## src/rtl/key_pkg.sv

```systemverilog
// Shared constants and FSM state type for the key_encoder input stage.
package key_pkg;

  localparam logic [2:0] NOTE_NONE = 3'b000;
  localparam logic [2:0] NOTE_A    = 3'b001;
  localparam logic [2:0] NOTE_B    = 3'b010;
  localparam logic [2:0] NOTE_C    = 3'b011;
  localparam logic [2:0] NOTE_D    = 3'b100;
  localparam logic [2:0] NOTE_E    = 3'b101;
  localparam logic [2:0] NOTE_F    = 3'b110;
  localparam logic [2:0] NOTE_G    = 3'b111;

  localparam logic [2:0] OCT_MIN = 3'b001;
  localparam logic [2:0] OCT_MAX = 3'b011;

  typedef enum logic [1:0] {
    IDLE    = 2'd0,
    PLAY    = 2'd1,
    SUSTAIN = 2'd2
  } key_state_e;

endpackage

```

## src/rtl/key_debounce.sv

```systemverilog
// 2-FF synchronizer plus group debounce: any change in the group restarts one shared counter.
module key_debounce #(
  parameter int unsigned WIDTH           = 1,
  parameter int unsigned DEBOUNCE_CYCLES = 500000
) (
  input  logic             i_clk,
  input  logic             i_rst_n,
  input  logic [WIDTH-1:0] i_raw,
  output logic [WIDTH-1:0] o_stable
);

  localparam int unsigned CW = $clog2(DEBOUNCE_CYCLES);
  localparam logic [CW-1:0] CNT_LAST = CW'(DEBOUNCE_CYCLES - 1);

  logic [WIDTH-1:0] r_sync1;
  logic [WIDTH-1:0] r_sync2;
  logic [WIDTH-1:0] r_cand;
  logic [WIDTH-1:0] r_stable;
  logic [CW-1:0]    r_cnt;

  always_ff @(posedge i_clk or negedge i_rst_n) begin
    if (!i_rst_n) begin
      r_sync1  <= '0;
      r_sync2  <= '0;
      r_cand   <= '0;
      r_stable <= '0;
      r_cnt    <= '0;
    end else begin
      r_sync1 <= i_raw;
      r_sync2 <= r_sync1;
      if (r_sync2 != r_cand) begin
        r_cand <= r_sync2;
        r_cnt  <= '0;
      end else if (r_cnt == CNT_LAST) begin
        r_stable <= r_cand;
      end else begin
        r_cnt <= r_cnt + CW'(1);
      end
    end
  end

  assign o_stable = r_stable;

endmodule

```

## src/rtl/key_encoder.sv

```systemverilog
// Debounced piano-key / octave encoder feeding the tone generator.
// Optional macro KEY_SUSTAIN_EN adds a SUSTAIN state holding isValid after release.
module key_encoder
  import key_pkg::*;
#(
  parameter int unsigned NUM_KEYS        = 7,
  parameter int unsigned DEBOUNCE_CYCLES = 500000,
  parameter int unsigned SUSTAIN_CYCLES  = 2500000
) (
  input  logic                clk,
  input  logic                rstN,
  input  logic [NUM_KEYS-1:0] keysRaw,
  input  logic                octUpRaw,
  input  logic                octDownRaw,
  output logic [2:0]          note,
  output logic [2:0]          octave,
  output logic                isValid
);

  if (DEBOUNCE_CYCLES < 2 || SUSTAIN_CYCLES < 1) begin : g_param_check
    $error("key_encoder: DEBOUNCE_CYCLES must be >= 2 and SUSTAIN_CYCLES >= 1");
  end

  logic [NUM_KEYS-1:0] w_keys;
  logic [1:0]          w_oct;
  logic [2:0]          w_code;
  logic                w_any;
  logic                w_up_rise;
  logic                w_dn_rise;

  key_state_e r_state;
  logic [2:0] r_note;
  logic [2:0] r_octave;
  logic       r_valid;
  logic [1:0] r_oct_prev;

  key_debounce #(
    .WIDTH          (NUM_KEYS),
    .DEBOUNCE_CYCLES(DEBOUNCE_CYCLES)
  ) u_keys_db (
    .i_clk   (clk),
    .i_rst_n (rstN),
    .i_raw   (keysRaw),
    .o_stable(w_keys)
  );

  key_debounce #(
    .WIDTH          (2),
    .DEBOUNCE_CYCLES(DEBOUNCE_CYCLES)
  ) u_oct_db (
    .i_clk   (clk),
    .i_rst_n (rstN),
    .i_raw   ({octDownRaw, octUpRaw}),
    .o_stable(w_oct)
  );

  // Scan high-to-low so the lowest set index is the last assignment and wins.
  always_comb begin
    w_code = NOTE_NONE;
    for (int unsigned i = NUM_KEYS; i > 0; i--) begin
      if (w_keys[i-1]) w_code = 3'(i);
    end
  end

  assign w_any     = |w_keys;
  assign w_up_rise = w_oct[0] & ~r_oct_prev[0];
  assign w_dn_rise = w_oct[1] & ~r_oct_prev[1];

  always_ff @(posedge clk or negedge rstN) begin
    if (!rstN) begin
      r_oct_prev <= '0;
      r_octave   <= OCT_MIN;
    end else begin
      r_oct_prev <= w_oct;
      if (w_up_rise && !w_dn_rise && r_octave != OCT_MAX) begin
        r_octave <= r_octave + 3'd1;
      end else if (w_dn_rise && !w_up_rise && r_octave != OCT_MIN) begin
        r_octave <= r_octave - 3'd1;
      end
    end
  end

`ifdef KEY_SUSTAIN_EN
  localparam int unsigned SW = $clog2(SUSTAIN_CYCLES + 1);
  localparam logic [SW-1:0] SUS_LAST = SW'(SUSTAIN_CYCLES - 1);
  logic [SW-1:0] r_sus_cnt;
`endif

  always_ff @(posedge clk or negedge rstN) begin
    if (!rstN) begin
      r_state <= IDLE;
      r_note  <= NOTE_NONE;
      r_valid <= 1'b0;
`ifdef KEY_SUSTAIN_EN
      r_sus_cnt <= '0;
`endif
    end else begin
      case (r_state)
        IDLE: begin
          if (w_any) begin
            r_state <= PLAY;
            r_note  <= w_code;
            r_valid <= 1'b1;
          end
        end
        PLAY: begin
          if (w_any) begin
            r_note <= w_code;
          end else begin
`ifdef KEY_SUSTAIN_EN
            r_state   <= SUSTAIN;
            r_sus_cnt <= '0;
`else
            r_state <= IDLE;
            r_note  <= NOTE_NONE;
            r_valid <= 1'b0;
`endif
          end
        end
`ifdef KEY_SUSTAIN_EN
        SUSTAIN: begin
          if (w_any) begin
            r_state   <= PLAY;
            r_note    <= w_code;
            r_sus_cnt <= '0;
          end else if (r_sus_cnt == SUS_LAST) begin
            r_state <= IDLE;
            r_note  <= NOTE_NONE;
            r_valid <= 1'b0;
          end else begin
            r_sus_cnt <= r_sus_cnt + SW'(1);
          end
        end
`endif
        default: begin
          r_state <= IDLE;
          r_note  <= NOTE_NONE;
          r_valid <= 1'b0;
        end
      endcase
    end
  end

  assign note    = r_note;
  assign octave  = r_octave;
  assign isValid = r_valid;

endmodule

```

## config.mk

```make
export PLATFORM = sky130hd
export DESIGN_NAME = key_encoder
export DESIGN_NICKNAME = d
export VERILOG_FILES = /design/src/rtl/key_pkg.sv /design/src/rtl/key_debounce.sv /design/src/rtl/key_encoder.sv
export SDC_FILE = /design/constraint.sdc
export NUM_CORES = 1
export LEC_CHECK = 0
export ABC_AREA = 1
export CAP_MARGIN = 20
export CELL_PAD_IN_SITES_DETAIL_PLACEMENT = 1
export CELL_PAD_IN_SITES_GLOBAL_PLACEMENT = 2
export CORE_MARGIN = 4
export CORE_UTILIZATION = 40
export CTS_CLUSTER_SIZE = 14
export DETAILED_ROUTE_END_ITERATION = 10
export PLACE_DENSITY = 0.95
export SYNTH_ARGS = -nofsm -noshare
export SYNTH_HDL_FRONTEND = slang
export SYNTH_HIERARCHICAL = 1
export SYNTH_SLANG_ARGS = --single-unit
```

## constraint.sdc

```tcl
create_clock -name clk -period 3.6 [get_ports clk]
set_clock_uncertainty 0.2 [all_clocks]
set_input_delay 0.72 -clock clk [delete_from_list [all_inputs] [get_ports clk]]
set_output_delay 0.72 -clock clk [all_outputs]
set_load 0.02 [all_outputs]
```

Word-level counts from Yosys, hierarchy flattened
Cells that the tools add are included.

word-level totals
  bits in registers = 85
  input port bits = 11
  output and inout bits = 7

operators by class
  add/sub/neg operators = 4
  equality and inequality tests = 11
  multiplexer cells = 22
  bitwise operators = 6
  reductions and logical operators = 12

operators with widths
  operator                                                                 number
  19-bit two-way mux                                                       4
  19-bit by 1-bit adder with 19-bit output, second input constant          2
  19-bit == test, second input constant                                    2
  3-bit two-way mux                                                        11
  7-bit inequality test                                                    1
  7-bit OR reduction                                                       1
  3-bit one-hot mux with 2 select lines                                    1
  2-bit AND reduction                                                      3
  1-bit logical AND                                                        4
  2-bit two-way mux                                                        2
  2-bit by 1-bit inequality test with 1-bit output, second input constant  2
  2-bit inequality test, second input constant                             2
  1-bit inverter                                                           4
  2-bit one-hot mux with 2 select lines                                    1
  3-bit by 1-bit adder with 3-bit output, second input constant            1
  3-bit by 1-bit inequality test with 1-bit output, second input constant  1
  3-bit by 2-bit inequality test with 1-bit output, second input constant  1
  3-bit by 1-bit subtractor with 3-bit output, second input constant       1
  1-bit AND                                                                2
  2-bit by 1-bit == test with 1-bit output, second input constant          1
  1-bit logical NOT                                                        2
  2-bit logical NOT                                                        1
  1-bit two-way mux                                                        2
  2-bit inequality test                                                    1
  2 further kinds                                                          2

Longest topological paths before layout
Gate-level depths: netlist of the first run.

  depth after elaboration = 9
  depth in mapped cells = 9
  gate-level depth less buffers = 9

Cells and area by module
The synthesis of the first run kept the hierarchy.

by module, submodules not included
  module                    instances  cells each  area an instance (µm²)  sequential area each (µm²)
  key_debounce (u_keys_db)  1          250         2177.1                  1176.1
  key_debounce (u_oct_db)   1          214         1574.0                  675.6
  key_encoder               1          67          573.0                   226.5

Worst setup path before layout of the first run
Ideal clock, no wire load.

  kind = flip-flop to flip-flop
  start = register r_octave[0], in the netlist octave[0]
  end = register r_octave[1], in the netlist octave[1]
  library setup time = 0.066 ns
  arrival = 1.326 ns
  data required time = 3.334 ns
  slack = 2.008 ns
  stages on the path, launching flop included = 8
  buffers on the path = 0
  cell sequence = dfstp_2 > ha_1 > ha_1 > inv_1 > nand3_4 > xor2_1 > nand2_1 > nand2_1

between the ends
  longest elaborated chain between the ends = 3

RTL lines
  what                                                                       line               RTL
  start, declared                                                            key_encoder.sv:33  logic [2:0] r_octave;
  start signal, assigned                                                     key_encoder.sv:76  r_octave <= r_octave + 3'd1;
  start signal, assigned                                                     key_encoder.sv:78  r_octave <= r_octave - 3'd1;
  3-bit by 1-bit subtractor with 3-bit output, or another cell as far along  key_encoder.sv:78
  3-bit two-way mux, or another cell as far along                            key_encoder.sv:77  end else if (w_dn_rise && !w_up_rise && r_octave != OCT_MIN) begin
  3-bit two-way mux / 2-bit nonzero test (equally long branches)             --

Parallel ways exist; a longest one is shown, timed or not. The select of a mux whose other input is x is not followed.
A chain may end at the register's enable or synchronous reset.

Worst setup path in the final report of the first run
  start = register r_octave[0], in the netlist octave[0]
  end = output port octave[0]

RTL lines
  what           line               RTL
  end, declared  key_encoder.sv:16  output logic [2:0] octave,

No word-level cell between the ends.

==> results list, run 1 <==
- The run finished with clean final reports.
- Drt via density: 5.02
* Worst hold slack: 153 ps
- Syn avg cell area: 8.14 µm²
* Starting utilization of the core area: 41.5%
* Routed via count: 3,463
* Antenna fix cells: 0
- At the end of routability-driven placement, the weighted congestion stood at 0.835.
- In the synthesized netlist the async set-or-reset flop fraction comes to 100%.
- Total routing usage reported by global routing: 17.3%
* Router iterations before antenna repair: 4
- Cell row count: 37
* Sort of element at the end of the critical path: output port
- The number of buffers and inverters on the critical path is 1.
- Derived from the worst setup path, the maximum achievable clock frequency is 400 MHz.
- Leakage power: 0.00219 µW
- For this design the ratio of total power to cell area is 344 nW/µm².
- Insertion delay to the later sink of the worst-skew pair: 360 ps
- Synth area leaders: sky130_fd_sc_hd__dfrtp_1, sky130_fd_sc_hd__nand2_1, sky130_fd_sc_hd__nor2_1, sky130_fd_sc_hd__nand3_1, sky130_fd_sc_hd__inv_1
- Final max-slew violation count: 0
- The worst pin sits at a relative slew slack of 65.5%.
* Worst hold path depth: 0
* Path category of the worst min-delay check: flop to flop
- Syn Nets: 551
* Post-route antenna net violation count: 0
* TritonCTS Buffers: 9
* Crit path max-delay cell type: sky130_fd_sc_hd__clkdlybuf4s50_1
- Entering global routing, the biggest net connects 84 pins.
- The initial antenna violation count came to 0.
* Number of hold-slack violations in the final timing report: 0
- Fill cells in the final layout number 1,289.
- The H-tree was split into 3 levels.
* Origin of the worst min-delay path: u_keys_db/r_sync1[6]$_DFF_PN0_
* WL per Instance: 14.6 µm
* Root buffer cell: sky130_fd_sc_hd__clkbuf_8
- The post-route netlist has 12.8% of its cells at a drive strength greater than 1.
- Total power of the final layout: 1660 µW
* R2R cell count: 6
* Highest cell delay on the worst timing path: 620 ps
- Across the VDD grid, the largest voltage drop is 0.000197 V.
- Count of endpoints failing setup in the final report: 0
- STA classifies the critical path startpoint as a flop.
- Summing the sequential cell areas from Yosys gives 48.1% of the chip area.
* Vertical die dimension: 112 µm
- Data on the critical path is required at its endpoint by 2680 ps.
* Post-route setup TNS: 0 ps
- Type of the worst setup path: flop to output port
* Number of distinct library cell variants in the gate-level netlist after synthesis: 36
- The biggest area contributor in the post-synthesis netlist is sky130_fd_sc_hd__dfrtp_1.
- Die X: 112 µm
- Area enclosed by the die boundary: 12,500 µm²
* Reg2Reg Capture Point: u_keys_db/r_cnt[9]$_DFFE_PN0P_
- Remaining Overflow, GRT: 0
- Shortest period the worst path allows: 2500 ps
- First-iteration detailed-routing DRC count: 177
- Clock-pin slew was measured on the worst setup and hold paths at 90 ps.
* Ys flop type: sky130_fd_sc_hd__dfrtp_1
* Capture endpoint of the worst hold path: u_keys_db/r_sync2[6]$_DFF_PN0_
- In this run the count of I/O pins placed on the die edge is 18.
- Traced cell by cell, the critical path runs through clkdlybuf4s50_1.
* Count of synthesis-stage warnings from yosys: 6
* Fraction of synthesized cell area taken by the top area cell type: 47.5%
- Setup slack on the worst reg-to-reg path comes out at 1620 ps.
- Synthesized instance count: 531
- CTS saw 83 sinks.
* RSZ-0062 raised after global routing: false
- Buffers added on ports: 17
- HPWL reported at the end of detailed placement: 7.60 mm
* Number of flops mapped to enable cells by yosys: 0
- Layout Utilization: 46.4%
- In the layout the commonest cells are sky130_fd_sc_hd__nand2_1, sky130_fd_sc_hd__dfrtp_1, sky130_fd_sc_hd__nor2_1.
- After detailed routing, the number of remaining DRC violations is 0.
* Area growth syn-to-layout: 11.7%
- The region available for standard cell placement spans 10,400 µm².
- The library cell used most frequently in the layout, excluding fill and tap cells, is sky130_fd_sc_hd__nand2_1.
- After clock tree synthesis, the setup repair step added 0 buffers.
- Reg-to-reg startpoint: u_keys_db/r_cand[2]$_DFFE_PN0N_
* Cell area after technology mapping: 4320 µm²
- Measured slew at the worst slew-check pin: 516 ps
- Family with the most delay on the worst path: buffers and inverters
- Wire length reported by the detailed router: 10.1 mm
- Worst EP arrival: 1580 ps
* Worst Path Max Fanout: 5
* Via count of the first global-routing pass: 3,659
- Synthesis inferred 83 register bits.
- Across the run, the number of max-cap violations was 0.
- TritonCTS clock tree: built
- First-pass GRT wire length: 17.6 mm
- Longest Clk Path Bufs: 2
- Final cycle utilization of the critical path: 69.5%
- After the last flow step, the layout net total stands at 569.
synthesized netlist by cell type (7+ instances only):
cell,number
sky130_fd_sc_hd__clkbuf_1,9
sky130_fd_sc_hd__o21ai_1,7
sky130_fd_sc_hd__nand3_1,45
sky130_fd_sc_hd__xnor2_1,9
sky130_fd_sc_hd__a21oi_1,13
sky130_fd_sc_hd__nand2_2,8
sky130_fd_sc_hd__inv_2,9
sky130_fd_sc_hd__nor3_1,10
sky130_fd_sc_hd__xor2_1,8
sky130_fd_sc_hd__dfrtp_1,82
sky130_fd_sc_hd__ha_1,9
sky130_fd_sc_hd__inv_1,59
sky130_fd_sc_hd__nand2_1,129
sky130_fd_sc_hd__nand4_1,15
sky130_fd_sc_hd__nor2_1,67
sky130_fd_sc_hd__nor2_2,8
sky130_fd_sc_hd__o21ai_0,7
registers in the layout, indices dropped and copies added, names as in the netlist, 3 cells and up:
signal              count
octave                  3
u_keys_db/r_sync1       7
u_oct_db/r_cnt         19
u_keys_db/r_sync2       7
note                    3
u_keys_db/r_cand        7
u_keys_db/o_stable      7
u_keys_db/r_cnt        19
per-layer routing:
metal | global-route usage [%] | wire (µm) | vias to the layer above | share of wire [%]
met5 | 0 | 0 | - | 0
met4 | 5.21 | 184 | 0 | 1.8
met3 | 3.91 | 273 | 18 | 2.7
met2 | 31.8 | 5330 | 45 | 53
met1 | 20.1 | 4310 | 1710 | 43
li1 | - | - | 1690 | -
worst max-delay path by stage:
stage	to	startpoint	cells after the start
floorplan	octave[1]$_DFFE_PN0P_	octave[0]$_DFFE_PN1P_	7
global placement	octave[0]	octave[0]$_DFFE_PN1P_	1
detailed placement	octave[0]	octave[0]$_DFFE_PN1P_	1
CTS	octave[0]	octave[0]$_DFFE_PN1P_	1
global route	octave[0]	octave[0]$_DFFE_PN1P_	1
finish	octave[0]	octave[0]$_DFFE_PN1P_	1
per-stage QoR:
step	setup slack (ps)	instance area (µm²)	std cells
after floorplan	2010	4320	531
after global placement	1500	4610	672
after detailed placement	1480	4610	672
after CTS	1070	4790	688
after global routing	1040	4830	690
final	1100	4830	690
area by class of cell:
class	count	area (µm²)	area share, %
clock buffer	10	138	2.85
clock inverter	6	46.3	0.959
timing repair buffer	21	220	4.56
tap	136	170	3.52
multi-input combinational	364	1910	39.6
sequential	83	2080	43.0
inverter	70	263	5.44
cells by family (layout without fill, tap and decap cells):
logic type      count (synthesis)  after routing  share of synthesized area, %
flops                          83             83                          48.1
fa+ha+maj                       9              9                          2.60
buf+inv                        84            107                          7.70
simple gates                  310            310                          34.7
xor+xnor                       18             18                          3.82
compound gates                 27             27                          3.12
power breakdown:
part           switching, µW  total [µW]  internal [µW]
registers               13.2         962            949
logic                   42.5        68.5           26.0
clock network            358         632            274
timing repair:
action	4_1_cts	5_1_grt
endpoints found under the hold margin	0	10
hold buffers	0	1
resized for setup	0	0
Note: power is estimated with default switching activity, not from simulation.
==> run 2, diff against run 1 <==
Settings changed: CORE_UTILIZATION 40 to 37, PLACE_DENSITY 0.95 to 0.9.
Clock period 3.6 ns to 2.6 ns, I/O delays scaled along.
==> run 2 against run 1 <==
Against the previous run: critical path depth did not move; non-clock buffer count unchanged; first-iteration DRC count decreased by 22%; clock power rose by 120%; register-to-register slack lost 920 ps; global-route usage down 0.33 points; worst hold slack lost 2.3 ps; critical path type unchanged.
==> results list, run 2 (synthesis results as in run 1) <==
- The biggest fanout along the worst timing path is 5 (unchanged).
- The count of endpoints failing setup in the final report was 0 (unchanged).
- Based on the critical path, the design can be clocked at up to 439 MHz.
- Measured slew at the worst slew-check pin: 412 ps (-104 ps)
* Number of max-cap violations: 0 (unchanged)
- HPWL reported at the end of detailed placement: 7.62 mm (+0.14%)
* CP Launch Point: octave[0]$_DFFE_PN1P_
- Final max-slew violation count: 0 (unchanged)
* Cell row count: 39 (+5.4%)
* RSZ-0062 raised after global routing: false
- The setup TNS after final layout came to 0 ps (unchanged).
- Registers with the highest flip-flop counts: u_keys_db/r_cnt x19, u_oct_db/r_cnt x19
- The overflow left after global routing is 0 (unchanged).
- Crit start category: flop
- The number of global-route vias before repair is 3,657 (-0.055%).
- After layout, the minimum clock period comes to 2280 ps.
- The CTS buffer count was 9 (unchanged).
- Final instance area: 4970 µm² (+3.0%)
* Post-route antenna net violation count: 0 (unchanged)
* Die X: 116 µm (+3.7%)
- From synthesis to final layout, the design area changed by 15.0%.
* Worst EP arrival: 1560 ps (-20 ps)
- Number of antenna violations at the first check in global routing: 0 (unchanged)
* Area enclosed by the die boundary: 13,500 µm² (+7.5%)
- Worst supply voltage drop on vdd: 0.000467 V (+140%)
- Drt via density: 4.88 (-2.7%)
* Insertion delay to the later sink of the worst-skew pair: 340 ps (-20 ps)
- The required time of the critical path came to 1880 ps (-800 ps).
- The starting DRC count in detailed routing is 138 (-22%).
- The wire length reported by the detailed router came to 10.4 mm (+2.9%).
- Final cycle utilization of the critical path: 87.5%
* Number of top-level pins: 18 (unchanged)
- Status: finished clean
- The top cell types in the final layout, fill and taps aside, are sky130_fd_sc_hd__nand2_1, sky130_fd_sc_hd__dfrtp_1, sky130_fd_sc_hd__nor2_1.
- The worst setup path is captured at an output port.
* Total routing usage reported by global routing: 17.0% (-0.33 points)
- Count of non-filler cells in the finished layout: 697 (+1.0%)
* Family with the most delay on the worst path: buffers and inverters
- Post-CTS Setup Repair Bufs: 0 (unchanged)
- Worst hold slack: 151 ps (-2.26 ps)
- The number of fill cells in the layout came to 1,373 (+6.5%).
- The number of antenna cells inserted is 0 (unchanged).
- Clock transition at the registers of the reported paths: 60 ps (-30 ps)
* Number of hold-slack violations in the final timing report: 0 (unchanged)
* First-pass GRT wire length: 18.0 mm (+2.2%)
- Path category of the worst min-delay check: flop to flop
- TritonCTS clock tree: built
- Reg-to-reg startpoint: u_keys_db/r_cand[2]$_DFFE_PN0N_
- The floorplan core area is 11,400 µm² (+9.6%).
* Type of the worst setup path: flop to output port
- Number of sinks handled by clock tree synthesis: 83 (unchanged)
- Total DRC errors in the routed layout: 0 (unchanged)
* Instance count after placement with tap cells included: 680 (+1.2%)
- Most common library cell in the layout ignoring fill and taps: sky130_fd_sc_hd__nand2_1
- The die span in y was 116 µm (+3.7%).
- The maximum buffer depth of the clock tree is 2 (unchanged).
* Buffers added on ports: 17 (unchanged)
* Starting utilization of the core area: 37.9% (-3.6 points)
- The worst hold path begins at u_keys_db/r_sync1[0]$_DFF_PN0_.
- The power density of the placed cells is 567 nW/µm² (+65%).
- Walking the worst path, the cells encountered are clkdlybuf4s50_1.
- Worst path buffer plus inverter count: 1 (unchanged)
- The final weighted congestion in routability-driven placement is 0.833 (-0.32%).
- The number of detailed-routing iterations run before antenna repair came to 4 (unchanged).
* Leakage power: 0.00225 µW (+2.7%)
- Layout cells sized above 1: 12.6% (-0.18 points)
- The worst slew margin relative to its limit is 72.5% (+7.0 points).
* Pin count of the biggest net entering global routing: 57 (-32%)
* Routed via count: 3,402 (-1.8%)
* WL per Instance: 14.9 µm (+1.9%)
- Placed inst area: 4640 µm² (+0.62%)
- The highest cell delay on the worst timing path is 630 ps (about the same).
- The tree is rooted in a sky130_fd_sc_hd__clkbuf_16.
* Number of nets in the layout: 569 (unchanged)
- Crit path max-delay cell type: sky130_fd_sc_hd__clkdlybuf4s50_1
* H-tree level count: 3 (unchanged)
[run 2: changes by cell type in the layout (fill, tap and decap cells not counted), sizes merged]
| cell | change |
|---|---|
| inv | -1 |
| clkbuf | +1 |
| bufinv | +2 |
| clkinv | -2 |
[run 2: power breakdown]
group	internal (µW)	switching, µW	total [µW]
Sequential	1320	17.8	1330
Combinational	34.7	59.9	94.5
Clock	871	518	1390
Total	2220	596	2820
[run 2: layer usage]
metal	vias up	GRT usage (%)	routed length (µm)
li1	1688	-	-
met1	1658	21.3	4560
met4	0	3.87	144
met3	13	4.40	301
met5	-	0	0
met2	43	29.5	5390
[run 2: path summary, 6_finish.rpt]
kind | end | slack (ps) | depth (start not counted)
worst max-delay path | octave[0] | 320 | 1
worst min-delay path | u_keys_db/r_sync2[0]$_DFF_PN0_ | 150 | 0
worst max register to register | u_keys_db/r_cnt[11]$_DFFE_PN0P_ | 700 | 6
worst min register to register | u_keys_db/r_sync2[0]$_DFF_PN0_ | 150 | 0
max in group asynchronous | octave[0]$_DFFE_PN1P_ | 1050 | 3
min in group asynchronous | u_keys_db/r_cnt[17]$_DFFE_PN0P_ | 460 | 2
[run 2: timing repair]
| action | CTS | global route |
|---|---|---|
| hold endpoints to repair | 27 | 0 |
| resized for setup | 0 | 0 |
| hold buffers | 1 | 0 |
[run 2: cell type report]
cell class,count,area [µm²],area share [%]
Clock inverter,5,83.8,1.69
Sequential cell,83,2080,41.8
Tap cell,143,179,3.60
Clock buffer,11,243,4.88
Multi-Input combinational cell,364,1910,38.5
Timing Repair Buffer,21,213,4.28
Inverter,70,263,5.28
[run 2: per-stage QoR]
step | util (%) | worst slack [ps] | total power (µW)
after floorplan | - | 1010 | 1390
after global placement | 40.6 | 697 | 1450
after detailed placement | 40.6 | 677 | 1450
after CTS | 43.5 | 297 | 2870
after global routing | 43.5 | 280 | 2930
final | 43.5 | 324 | 2820
==> run 3, diff against run 2 <==
Settings changed: CORE_MARGIN 4 to 2, MAX_ROUTING_LAYER from default to met4.
==> run 3 against run 2 <==
Against the previous run: worst hold slack barely moved; worst setup slack got worse by 4.1 ps; maximum frequency down 0.18%; core utilization grew 0.14 points; critical path depth stayed put; critical path type unchanged; register-to-register slack lost 30 ps; sequential share of layout area shrank 0.14 points; routed wire length rose by 1.2%; clock-buffer cell count unchanged; via count up 2.1%; combinational power rose by 0.4%.
==> results list, run 3 (synthesis results as in run 1) <==
- Status: finished clean
- The final routed DRC violation total was 0 (unchanged).
- The depth of the most critical reg-to-reg path came to 8 (+2).
- Starting utilization of the core area: 37.9% (unchanged)
- Number of top-level pins: 18 (unchanged)
* Commonest cells after routing, fill and taps aside: sky130_fd_sc_hd__nand2_1, sky130_fd_sc_hd__dfrtp_1, sky130_fd_sc_hd__nor2_1
- The number of detailed-routing iterations run before antenna repair came to 4 (unchanged).
* Highest cell delay on the worst timing path: 630 ps (about the same)
- The peak clock frequency supported by timing came to 439 MHz (-0.18%).
* Cell Chain, Critical Path: clkdlybuf4s50_1
- The maximum buffer depth of the clock tree is 2 (unchanged).
* Power per standard cell area: 573 nW/µm² (+1.2%)
- Placeable core area: 11,400 µm² (unchanged)
- Remaining Overflow, GRT: 0 (unchanged)
* Register-to-register setup slack: 670 ps (-30 ps)
- Routed via count: 3,473 (+2.1%)
* Most common library cell in the layout ignoring fill and taps: sky130_fd_sc_hd__nand2_1
- Wire length reported by the detailed router: 10.5 mm (+1.2%)
- Number of antenna violations at the first check in global routing: 0 (unchanged)
- The critical path is of the flop to output port type.
* TritonCTS clock tree: built
- Number of hold-slack violations in the final timing report: 0 (unchanged)
* Post-route setup TNS: 0 ps (unchanged)
* First-iteration detailed-routing DRC count: 184 (+33%)
- The number of max-capacitance violations reported came to 0 (unchanged).
- Path category of the worst min-delay check: flop to flop
- Cell row count: 39 (unchanged)
- RSZ-0062 raised after global routing: false
- Critical Path Sink: octave[0]
- Worst supply voltage drop on vdd: 0.000403 V (-14%)
* Number of nets in the layout: 570 (+0.18%)
- CP Launch Point: octave[0]$_DFFE_PN1P_
- The endpoint identified for the worst register-to-register timing path is u_keys_db/o_stable[4]$_DFFE_PN0P_.
- Max transition margin: 64.7% (-7.8 points)
- Via count of the first global-routing pass: 3,694 (+1.0%)
- Crit start category: flop
- The count of endpoints failing setup in the final report is 0 (unchanged).
- Clock transition at the registers of the reported paths: 60 ps (about the same)
- The final clock period utilization by the worst path came to 87.7% (+0.16 points).
- The worst setup path is captured at an output port.
* Total routing usage reported by global routing: 18.5% (+1.5 points)
- The final cell count without fillers is 698 (+0.14%).
* Final max-slew violation count: 0 (unchanged)
- Shortest period the worst path allows: 2280 ps (+4.14 ps)
- Root buffer cell: sky130_fd_sc_hd__clkbuf_16
- The critical path data arrival time is 1560 ps (about the same).
* Worst Path Max Fanout: 5 (unchanged)
- Family with the most delay on the worst path: buffers and inverters
- Crit path max-delay cell type: sky130_fd_sc_hd__clkdlybuf4s50_1
- First-pass GRT wire length: 18.2 mm (+0.92%)
- The worst register-to-register path begins at u_keys_db/r_cnt[0]$_DFFE_PN0P_.
* Worst path buffer plus inverter count: 1 (unchanged)
* Registers with the highest flip-flop counts: u_keys_db/r_cnt x19, u_oct_db/r_cnt x19
* Number of sinks handled by clock tree synthesis: 83 (unchanged)
- The count of cell instances traversed by the critical path was 1 (unchanged).
* HPWL reported at the end of detailed placement: 7.97 mm (+4.7%)
- The die span in y was 112 µm (-3.4%).
- Die X: 112 µm (-3.4%)
- The fraction of layout instances using a drive strength above 1 came to 13.0% (+0.34 points).
- The die area is 12,600 µm² (-6.8%).
* Insertion delay to the later sink of the worst-skew pair: 340 ps (about the same)
- Measured slew at the worst slew-check pin: 527 ps (+116 ps)
- Buffers added on ports: 17 (unchanged)
* Leakage power: 0.00227 µW (+0.84%)
- Post-CTS Setup Repair Bufs: 0 (unchanged)
- H-tree level count: 3 (unchanged)
- Compared with the post-synthesis result, the final layout area differs by 15.4%.
* Pin count of the biggest net entering global routing: 36 (-37%)
* Instance count after placement with tap cells included: 681 (+0.15%)
- The via count normalized by instance count was 4.98 (+1.9%).
* Post-route antenna net violation count: 0 (unchanged)
* Required arrival time at the worst endpoint: 1880 ps (about the same)
- The average wire length per cell after detail routing came to 15.1 µm (+1.1%).
* Final Wtd Congestion: 0.829 (-0.37%)
* Antenna fix cells: 0 (unchanged)
- TritonCTS Buffers: 9 (unchanged)
run 3: layout make-up:
type	count	area (µm²)
Multi-Input combinational cell	364	1910
Fill cell	1369	6430
Sequential cell	83	2080
Inverter	70	263
Clock buffer	11	253
Clock inverter	5	82.6
Timing Repair Buffer	22	220
Tap cell	143	179
run 3: worst min-delay path by stage:
stage                     cells past startpoint                        endpoint                           start  slack [ps]
after CTS                                     0  u_keys_db/r_sync2[4]$_DFF_PN0_  u_keys_db/r_sync1[4]$_DFF_PN0_         150
after floorplan                               0             isValid$_DFFE_PN0P_                            rstN          20
after global placement                        0  u_keys_db/r_sync2[6]$_DFF_PN0_  u_keys_db/r_sync1[6]$_DFF_PN0_         130
after detailed placement                      0  u_keys_db/r_sync2[4]$_DFF_PN0_  u_keys_db/r_sync1[4]$_DFF_PN0_         140
after global routing                          0  u_keys_db/r_sync2[6]$_DFF_PN0_  u_keys_db/r_sync1[6]$_DFF_PN0_         160
final                                         0  u_keys_db/r_sync2[3]$_DFF_PN0_  u_keys_db/r_sync1[3]$_DFF_PN0_         150
run 3: metrics by stage:
stage                     total power, µW  util [%]  hold WS [ps]  setup slack [ps]  cell area [µm²]
final                                2860      43.7           151               320             4990
after global routing                 2970      43.7           158               269             4990
after CTS                            2910      43.7           151               294             4990
after detailed placement             1460      40.7           136               666             4640
after global placement               1450      40.7           133               698             4640
after floorplan                      1390         -          24.4              1010             4320
run 3: where the power goes:
| group | total (µW) | switching [µW] | internal, µW |
|---|---|---|---|
| combinational | 94.9 | 59.2 | 35.7 |
| clock | 1430 | 532 | 899 |
| sequential | 1330 | 18.6 | 1320 |
| total | 2860 | 610 | 2250 |
run 3: timing repair:
| item | CTS | global route |
|---|---|---|
| resized for setup | 0 | 0 |
| endpoints found under the hold margin | 29 | 0 |
| hold buffers | 1 | 0 |
run 3: routing by layer:
metal  part of all wire (%)  GRT usage (%)  vias up
met5                      0              -        -
met4                   0.99           4.15        0
met3                    2.4           4.32       15
met2                     53           32.7       34
li1                       -              -     1696
met1                     44           21.5     1728
